<file path="config.mk">
export PLATFORM = sky130hd
export DESIGN_NAME = demux1x4_seq
export DESIGN_NICKNAME = d
export VERILOG_FILES = /design/src/rtl/demux_pkg.sv /design/src/rtl/rr_ptr.sv /design/src/rtl/demux1x4_seq.sv
export SDC_FILE = /design/constraint.sdc
export NUM_CORES = 1
export LEC_CHECK = 0
export ABC_CLOCK_PERIOD_IN_PS = 1450
export CAP_MARGIN = 30
export CELL_PAD_IN_SITES_DETAIL_PLACEMENT = 0
export CELL_PAD_IN_SITES_GLOBAL_PLACEMENT = 2
export CORE_MARGIN = 2
export CORE_UTILIZATION = 24
export CTS_CLUSTER_SIZE = 24
export DETAILED_ROUTE_END_ITERATION = 8
export GPL_ROUTABILITY_DRIVEN = 0
export PLACE_DENSITY_LB_ADDON = 0.3
export SETUP_SLACK_MARGIN = 0.05
export SYNTH_ARGS = -nofsm -noshare
export SYNTH_HDL_FRONTEND = slang
export SYNTH_SLANG_ARGS = --single-unit
</file>
<file path="constraint.sdc">
create_clock -name clk -period 1.45 [get_ports clk]
set_clock_uncertainty 0.15 [all_clocks]
set_input_delay 0.29 -clock clk [delete_from_list [all_inputs] [get_ports clk]]
set_output_delay 0.29 -clock clk [all_outputs]
set_load 0.01 [all_outputs]
</file>
<file path="src/rtl/demux_pkg.sv">
// Shared definitions for the registered 1:4 demultiplexer and its round-robin pointer.
package demux_pkg;

  localparam int unsigned NCH  = 4;
  localparam int unsigned SELW = 2;

  typedef enum logic [1:0] {
    ST_EMPTY    = 2'd0,
    ST_PARTIAL  = 2'd1,
    ST_COMPLETE = 2'd2
  } frame_state_t;

  function automatic logic [NCH-1:0] onehot4(input logic [SELW-1:0] sel);
    logic [NCH-1:0] oh;
    oh      = '0;
    oh[sel] = 1'b1;
    return oh;
  endfunction

endpackage

</file>
<file path="src/rtl/rr_ptr.sv">
// 2-bit wrap-around pointer with enable and synchronous clear.
module rr_ptr
  import demux_pkg::*;
(
  input  logic            clk,
  input  logic            rst,
  input  logic            en,
  input  logic            clr,
  output logic [SELW-1:0] ptr
);

  logic [SELW-1:0] ptr_q;
  logic [SELW-1:0] ptr_d;

  always_comb begin
    ptr_d = ptr_q;
    if (clr) begin
      ptr_d = '0;
    end else if (en) begin
      ptr_d = ptr_q + SELW'(1);
    end
  end

  always_ff @(posedge clk or posedge rst) begin
    if (rst) begin
      ptr_q <= '0;
    end else begin
      ptr_q <= ptr_d;
    end
  end

  assign ptr = ptr_q;

endmodule

</file>
<file path="src/rtl/demux1x4_seq.sv">
// Registered 1:4 demultiplexer with manual or round-robin channel select,
// per-channel fill flags and a one-cycle frame-complete pulse.
module demux1x4_seq
  import demux_pkg::*;
#(
  parameter int unsigned W = 1
) (
  input  logic           clk,
  input  logic           rst,
  input  logic [W-1:0]   din,
  input  logic           valid,
  input  logic           auto,
  input  logic           s1,
  input  logic           s0,
  input  logic           clr,
  output logic [W-1:0]   o3,
  output logic [W-1:0]   o2,
  output logic [W-1:0]   o1,
  output logic [W-1:0]   o0,
  output logic [3:0]     filled,
  output logic           frame_done,
  output logic [1:0]     ptr
);

  logic [W-1:0]    ch_q [NCH];
  logic [W-1:0]    ch_d [NCH];
  logic [NCH-1:0]  filled_q;
  logic [NCH-1:0]  filled_d;
  logic            frame_done_q;
  logic            frame_done_d;
  frame_state_t    state_q;
  frame_state_t    state_d;

  logic [SELW-1:0] ptr_w;
  logic [SELW-1:0] tgt;
  logic [NCH-1:0]  fill_nxt;
  frame_state_t    frame_st;

  rr_ptr u_rr_ptr (
    .clk (clk),
    .rst (rst),
    .en  (valid & auto),
    .clr (clr),
    .ptr (ptr_w)
  );

  assign tgt = auto ? ptr_w : {s1, s0};

  always_comb begin
    ch_d         = ch_q;
    filled_d     = filled_q;
    state_d      = state_q;
    frame_done_d = 1'b0;
    fill_nxt     = (state_q == ST_EMPTY) ? onehot4(tgt) : (filled_q | onehot4(tgt));
    frame_st     = state_q;

    if (clr) begin
      for (int unsigned i = 0; i < NCH; i++) begin
        ch_d[i] = '0;
      end
      filled_d = '0;
      state_d  = ST_EMPTY;
    end else if (valid) begin
      ch_d[tgt] = din;
      frame_st  = (&fill_nxt) ? ST_COMPLETE : ST_PARTIAL;
      // COMPLETE is never registered: it folds straight back to EMPTY.
      if (frame_st == ST_COMPLETE) begin
        filled_d     = '0;
        frame_done_d = 1'b1;
        state_d      = ST_EMPTY;
      end else begin
        filled_d = fill_nxt;
        state_d  = ST_PARTIAL;
      end
    end
  end

  always_ff @(posedge clk or posedge rst) begin
    if (rst) begin
      for (int unsigned i = 0; i < NCH; i++) begin
        ch_q[i] <= '0;
      end
      filled_q     <= '0;
      frame_done_q <= 1'b0;
      state_q      <= ST_EMPTY;
    end else begin
      ch_q         <= ch_d;
      filled_q     <= filled_d;
      frame_done_q <= frame_done_d;
      state_q      <= state_d;
    end
  end

  assign o0         = ch_q[0];
  assign o1         = ch_q[1];
  assign o2         = ch_q[2];
  assign o3         = ch_q[3];
  assign filled     = filled_q;
  assign frame_done = frame_done_q;
  assign ptr        = ptr_w;

endmodule

</file>
# After elaboration in Yosys (flattened, before gate mapping)
# Index checks and enable logic that the tools add are counted.
# word_totals
inputBits	8
romBits	0
latch_bits	0
ram_bits	0
out_inout_bits	11
n_memories	0
reg_bits	13
word_cells	44
# classes
n_reduce_logical	6
n_shift	0
multipliers	0
muxes	21
bitwise	3
div_mod_pow	0
eq_ne	1
add_sub_neg	1
order_cmp	4
# ops
cell	n
two-way mux 4 bit	6
two-way mux 2 bit	6
two-way mux 1 bit	6
bitwise mux 4 bit	1
demux 1 bit (select 2 bit)	2
bitwise OR 4 bit	1
AND reduction 4 bit	1
nonzero test 2 bit	2
>= comparator 3 bit (second input constant)	1
< comparator 2 x 3 -> 1 bit (second input constant)	1
< comparator 3 x 1 -> 1 bit (second input constant)	1
inverter 2 -> 3 bit	1
adder 2 x 1 -> 2 bit (second input constant)	1
== test 2 bit (second input constant)	1
>= comparator 2 x 1 -> 1 bit (second input constant)	1
logical AND 1 bit	2
zero test 2 bit	1
bitwise AND 1 bit	1

# Longest topological paths before layout
# logic_depth
ltp_word	13
ltp_mapped	5
mapped_depth_nobuf	4

# Modules after synthesis
# A second synthesis with hierarchy kept.
# unflattened
hier_cells	70
hier_area_um2	738.2
# modules_own_cells
mod	cells_per_inst	instances	seq_area_each_um2	area_each_um2
demux1x4_seq	62	1	250.2	645.6
rr_ptr	8	1	50.0	92.6

# Worst setup path before layout
# No wires, ideal clock.
# synth_path
path_kind	register to register
from	reg u_rr_ptr.ptr_q[0], in the netlist u_rr_ptr.ptr[0]
to	reg filled_q[2], in the netlist filled[2]
period_less_slack_ns	1.620
stages_incl_launch_ff	5
setup_slack_ns	-0.170
arrival_time_ns	1.332
path_buffers	0
t_required_ns	1.162
setup_time_ns	0.138
path_cell_list	dfrtp_1 > nand2_1 > a311o_1 > a2111oi_2 > a211oi_1
# synth_between
elab_chain_cells	13
word_cells_on_any_way	14
classes_between	order compare: 2; eq/ne: 1; mux: 8; bitwise: 1; reduce/logical: 2
# synth_lines
element	line_no	source
start, declared	rr_ptr.sv:12	logic [SELW-1:0] ptr_q;
start signal, assigned	rr_ptr.sv:28	ptr_q <= ptr_d;
two-way mux 2 bit *	demux1x4_seq.sv:47	assign tgt = auto ? ptr_w : {s1, s0};
< comparator 2 x 3 -> 1 bit (implied by the code) or >= comparator 2 x 1 -> 1 bit (tied branches)	demux_pkg.sv:16	oh[sel] = 1'b1;
logical AND 1 bit (implied by the code)	demux_pkg.sv:16	
two-way mux 1 bit (implied by the code)	demux_pkg.sv:16	
demux 1 bit (select 2 bit) *	demux_pkg.sv:16	
bitwise OR 4 bit	demux1x4_seq.sv:54	fill_nxt = (state_q == ST_EMPTY) ? onehot4(tgt) : (filled_q | onehot4(tgt));
two-way mux 4 bit *	demux1x4_seq.sv:54	
AND reduction 4 bit	demux1x4_seq.sv:65	frame_st = (&fill_nxt) ? ST_COMPLETE : ST_PARTIAL;
two-way mux 2 bit	demux1x4_seq.sv:65	
== test 2 bit	demux1x4_seq.sv:67	if (frame_st == ST_COMPLETE) begin
two-way mux 4 bit *	demux1x4_seq.sv:67	
two-way mux 4 bit *	demux1x4_seq.sv:63	end else if (valid) begin
two-way mux 4 bit *	demux1x4_seq.sv:57	if (clr) begin
end signal, assigned	demux1x4_seq.sv:88	filled_q <= filled_d;
end, declared	demux1x4_seq.sv:27	logic [NCH-1:0] filled_q;
# Every way passes the cells marked *; elsewhere a longest branch is shown, timed or not. The select of a mux whose other input is x is not followed.
# A chain may end at the register's enable or synchronous reset.

# Final worst setup path
# layout_path
from	reg u_rr_ptr.ptr_q[0], in the netlist u_rr_ptr.ptr[0]
to	reg filled_q[0], in the netlist filled[0]
# The elaborated chain is that of the path after synthesis.

==> reports/metrics.cfg <==
[grt]
grt_overflow = 0
grt_start_max_net_pins = 13
grt_pass1_vias = 697
grt_pass1_wl_um = 3020
grt_antenna_before_repair = 0
grt_usage_pct = 12.2

[sta]
final.period_utilization_pct = 108
fmax_ghz = 0.638
relSlewSlack_pct = 79.2
finalCriticalPeriod_ns = 1.57
timing.final.ws_setup_ns = -0.117
report.final.slew_viol_count = 0
setup_viol = 7
hold_violations = 0
worst_pin_slew_ns = 0.311
rsz0062_at_grt = true

[floorplanning]
die_y_um = 56.7
core_mm2 = 0.00269
die_x_um = 56.7
io_pins = 19
start_util_pct = 24.8
rows = 19
die_area_mm2 = 0.00321

[setup_path]
start_kind = flip-flop
cp.required_ns = 1.48
crit_arrival_ns = 1.60
crit_type = flip-flop to flip-flop
cp_max_fo = 5
critPathCaptureType = flip-flop
reg2reg_slack_ns = -0.12

[clocking]
clock_latency_ns = 0.27
clockBufferDepth = 2
cts_buffers = 3
clkTransAtPathRegs_ns = 0.08
cts_root_buffer = clkbuf_4
tritoncts = yes
cts-htree-levels = 1
cts_hold_buffers = 0
clock-sinks = 12

[power_and_ir_drop]
netSwitchingPower_w = 0.000223
finalPower_w = 0.000796
power_frac_clock_pct = 26.9
intPower_w = 0.000574
peakVddDrop_mv = 0.478
swShare_pct = 28.0
p_seq_share_pct = 44.9
powerDensity_mw_per_mm2 = 679
p_leak_nw = 0.556
comb_power_share_pct = 28.1

[final_layout]
drive_gt1_share_pct = 46.1
instances_no_fill = 146
nNetsFinal = 124
antenna_cells = 0
syn2layout_area_growth_pct = 76.1
fin_area_mm2 = 0.00117

[logic_synthesis]
synth_warnings = 0
synth_seq_cells = 12
syn-instance-count = 68
synth_top_flop_cell = dfrtp_1
synth-edff-count = 0
syn_nets = 76
syn_area_um2 = 666
ys_top_cells_by_count = 12 x dfrtp_1, 9 x nor2_1, 7 x nand2_1
synth_top_area_share_pct = 45.1
synth.distinct_cells = 25
ys_top_cells_by_area = dfrtp_1 45%, mux2i_1 6.0%, nor2_1 5.1%, nor3_2 4.5%, nand2_1 3.9%
ys_seq_area_share_pct = 45.1
synth_most_common_cell = dfrtp_1
async_flop_share_pct = 100
synth_area_per_cell_um2 = 9.79
yosysTopAreaCell = dfrtp_1

[outcome]
status = finished with violations
violations = negative setup slack

[place]
dp_cells = 130
portBuffers = 18
dp_hpwl_um = 1320
placed_area_mm2 = 0.00101
pre_cts_slack_ns = -0.558

[routing]
detail_route.wirelength_um = 1770
viasPerCell = 4.62
wl_per_cell_um = 12.1
drtIter0Drc = 14
routed-via-count = 674
antenna_left = 0
drc_errors = 0
firstDrtPassIters = 4

[worst_hold_path]
hp-class = input port to asynchronous set/reset pin

[job]
cap_violations = 0

==> repair_timing <==
item                       CTS  global route
setup buffers               11             1
pin swaps                    7             2
setup endpoints to repair   21            17
gates resized for setup     33             9
==> through the flow <==
step | TNS (ns) | util (%) | hold slack (ns)
floorplan | 0 | - | 0.00456
global placement | -5.59 | 37.5 | 0.365
finish | -0.587 | 43.6 | 0.141
CTS | -0.564 | 42.9 | 0.139
detailed placement | -5.63 | 37.5 | 0.369
global route | -1.06 | 43.6 | 0.166
==> layout by cell type, fill, tap and decap left out, types with 3 or more instances in the layout <==
cell type,instances
clkdlybuf4s50_1,3
buf_4,26
dlygate4sd2_1,6
dfrtp_1,10
nand2_1,7
clkbuf_4,3
inv_1,3
mux2i_1,4
nor2_1,8
buf_6,3
clkdlybuf4s15_1,7
==> power groups by stage <==
stage,combinational [W],sequential [W],clock [W]
2_1_floorplan,0.0000807,0.000376,0
3_3_place_gp,0.000181,0.000372,0
3_5_place_dp,0.000180,0.000371,0
4_1_cts,0.000217,0.000358,0.000226
5_1_grt,0.000243,0.000360,0.000237
6_report,0.000224,0.000358,0.000214
==> final cells by class <==
| type | instances | area, um^2 |
|---|---|---|
| Inverter | 4 | 15.0 |
| Fill cell | 277 | 1510 |
| Sequential cell | 12 | 303 |
| Timing Repair Buffer | 46 | 387 |
| Clock buffer | 4 | 26.3 |
| Multi-Input combinational cell | 49 | 403 |
| Tap cell | 31 | 38.8 |
==> cell families after synthesis <==
| kind of cell | count (synthesis) | share of synthesized area (%) |
|---|---|---|
| mux | 4 | 6.02 |
| compound gates | 14 | 15.8 |
| simple gates | 29 | 25.2 |
| buf+inv | 7 | 5.26 |
| flops | 12 | 45.1 |
| xor+xnor | 2 | 2.63 |
==> worst max-delay path, stage by stage (launching register included) <==
cell and delay (ns):
dfrtp_2 0.41, buf_6 0.13, and3b_2 0.24, nor3_4 0.22, nor2_4 0.09, a221oi_2 0.24
==> worst paths after layout <==
kind,from,end,cells past startpoint
min in group clk,o3$_DFFE_PP0P_,o3$_DFFE_PP0P_,2
worst min register to register,o3$_DFFE_PP0P_,o3$_DFFE_PP0P_,2
worst min-delay path,rst,filled[0]$_DFFE_PP0P_,3
worst max-delay path,u_rr_ptr.ptr[0]$_DFFE_PP0P_,filled[0]$_DFFE_PP0P_,5
max in group asynchronous,rst,u_rr_ptr.ptr[0]$_DFFE_PP0P_,3
worst max register to register,u_rr_ptr.ptr[0]$_DFFE_PP0P_,filled[0]$_DFFE_PP0P_,5
==> registers in the layout, indices dropped and copies added, names as in the netlist <==
name / count
filled: 4
frame_done: 1
o0: 1
o1: 1
o2: 1
o3: 1
state_q: 1
u_rr_ptr.ptr: 2
==> metal layers <==
metal	global-route usage, %	part of all wire [%]	vias up
met2	18.6	44	19
met3	2.76	6.3	2
met5	0	0	-
li1	-	-	345
met4	7.14	0.85	0
met1	15.6	49	308
Power figures use the tool's default switching activity.
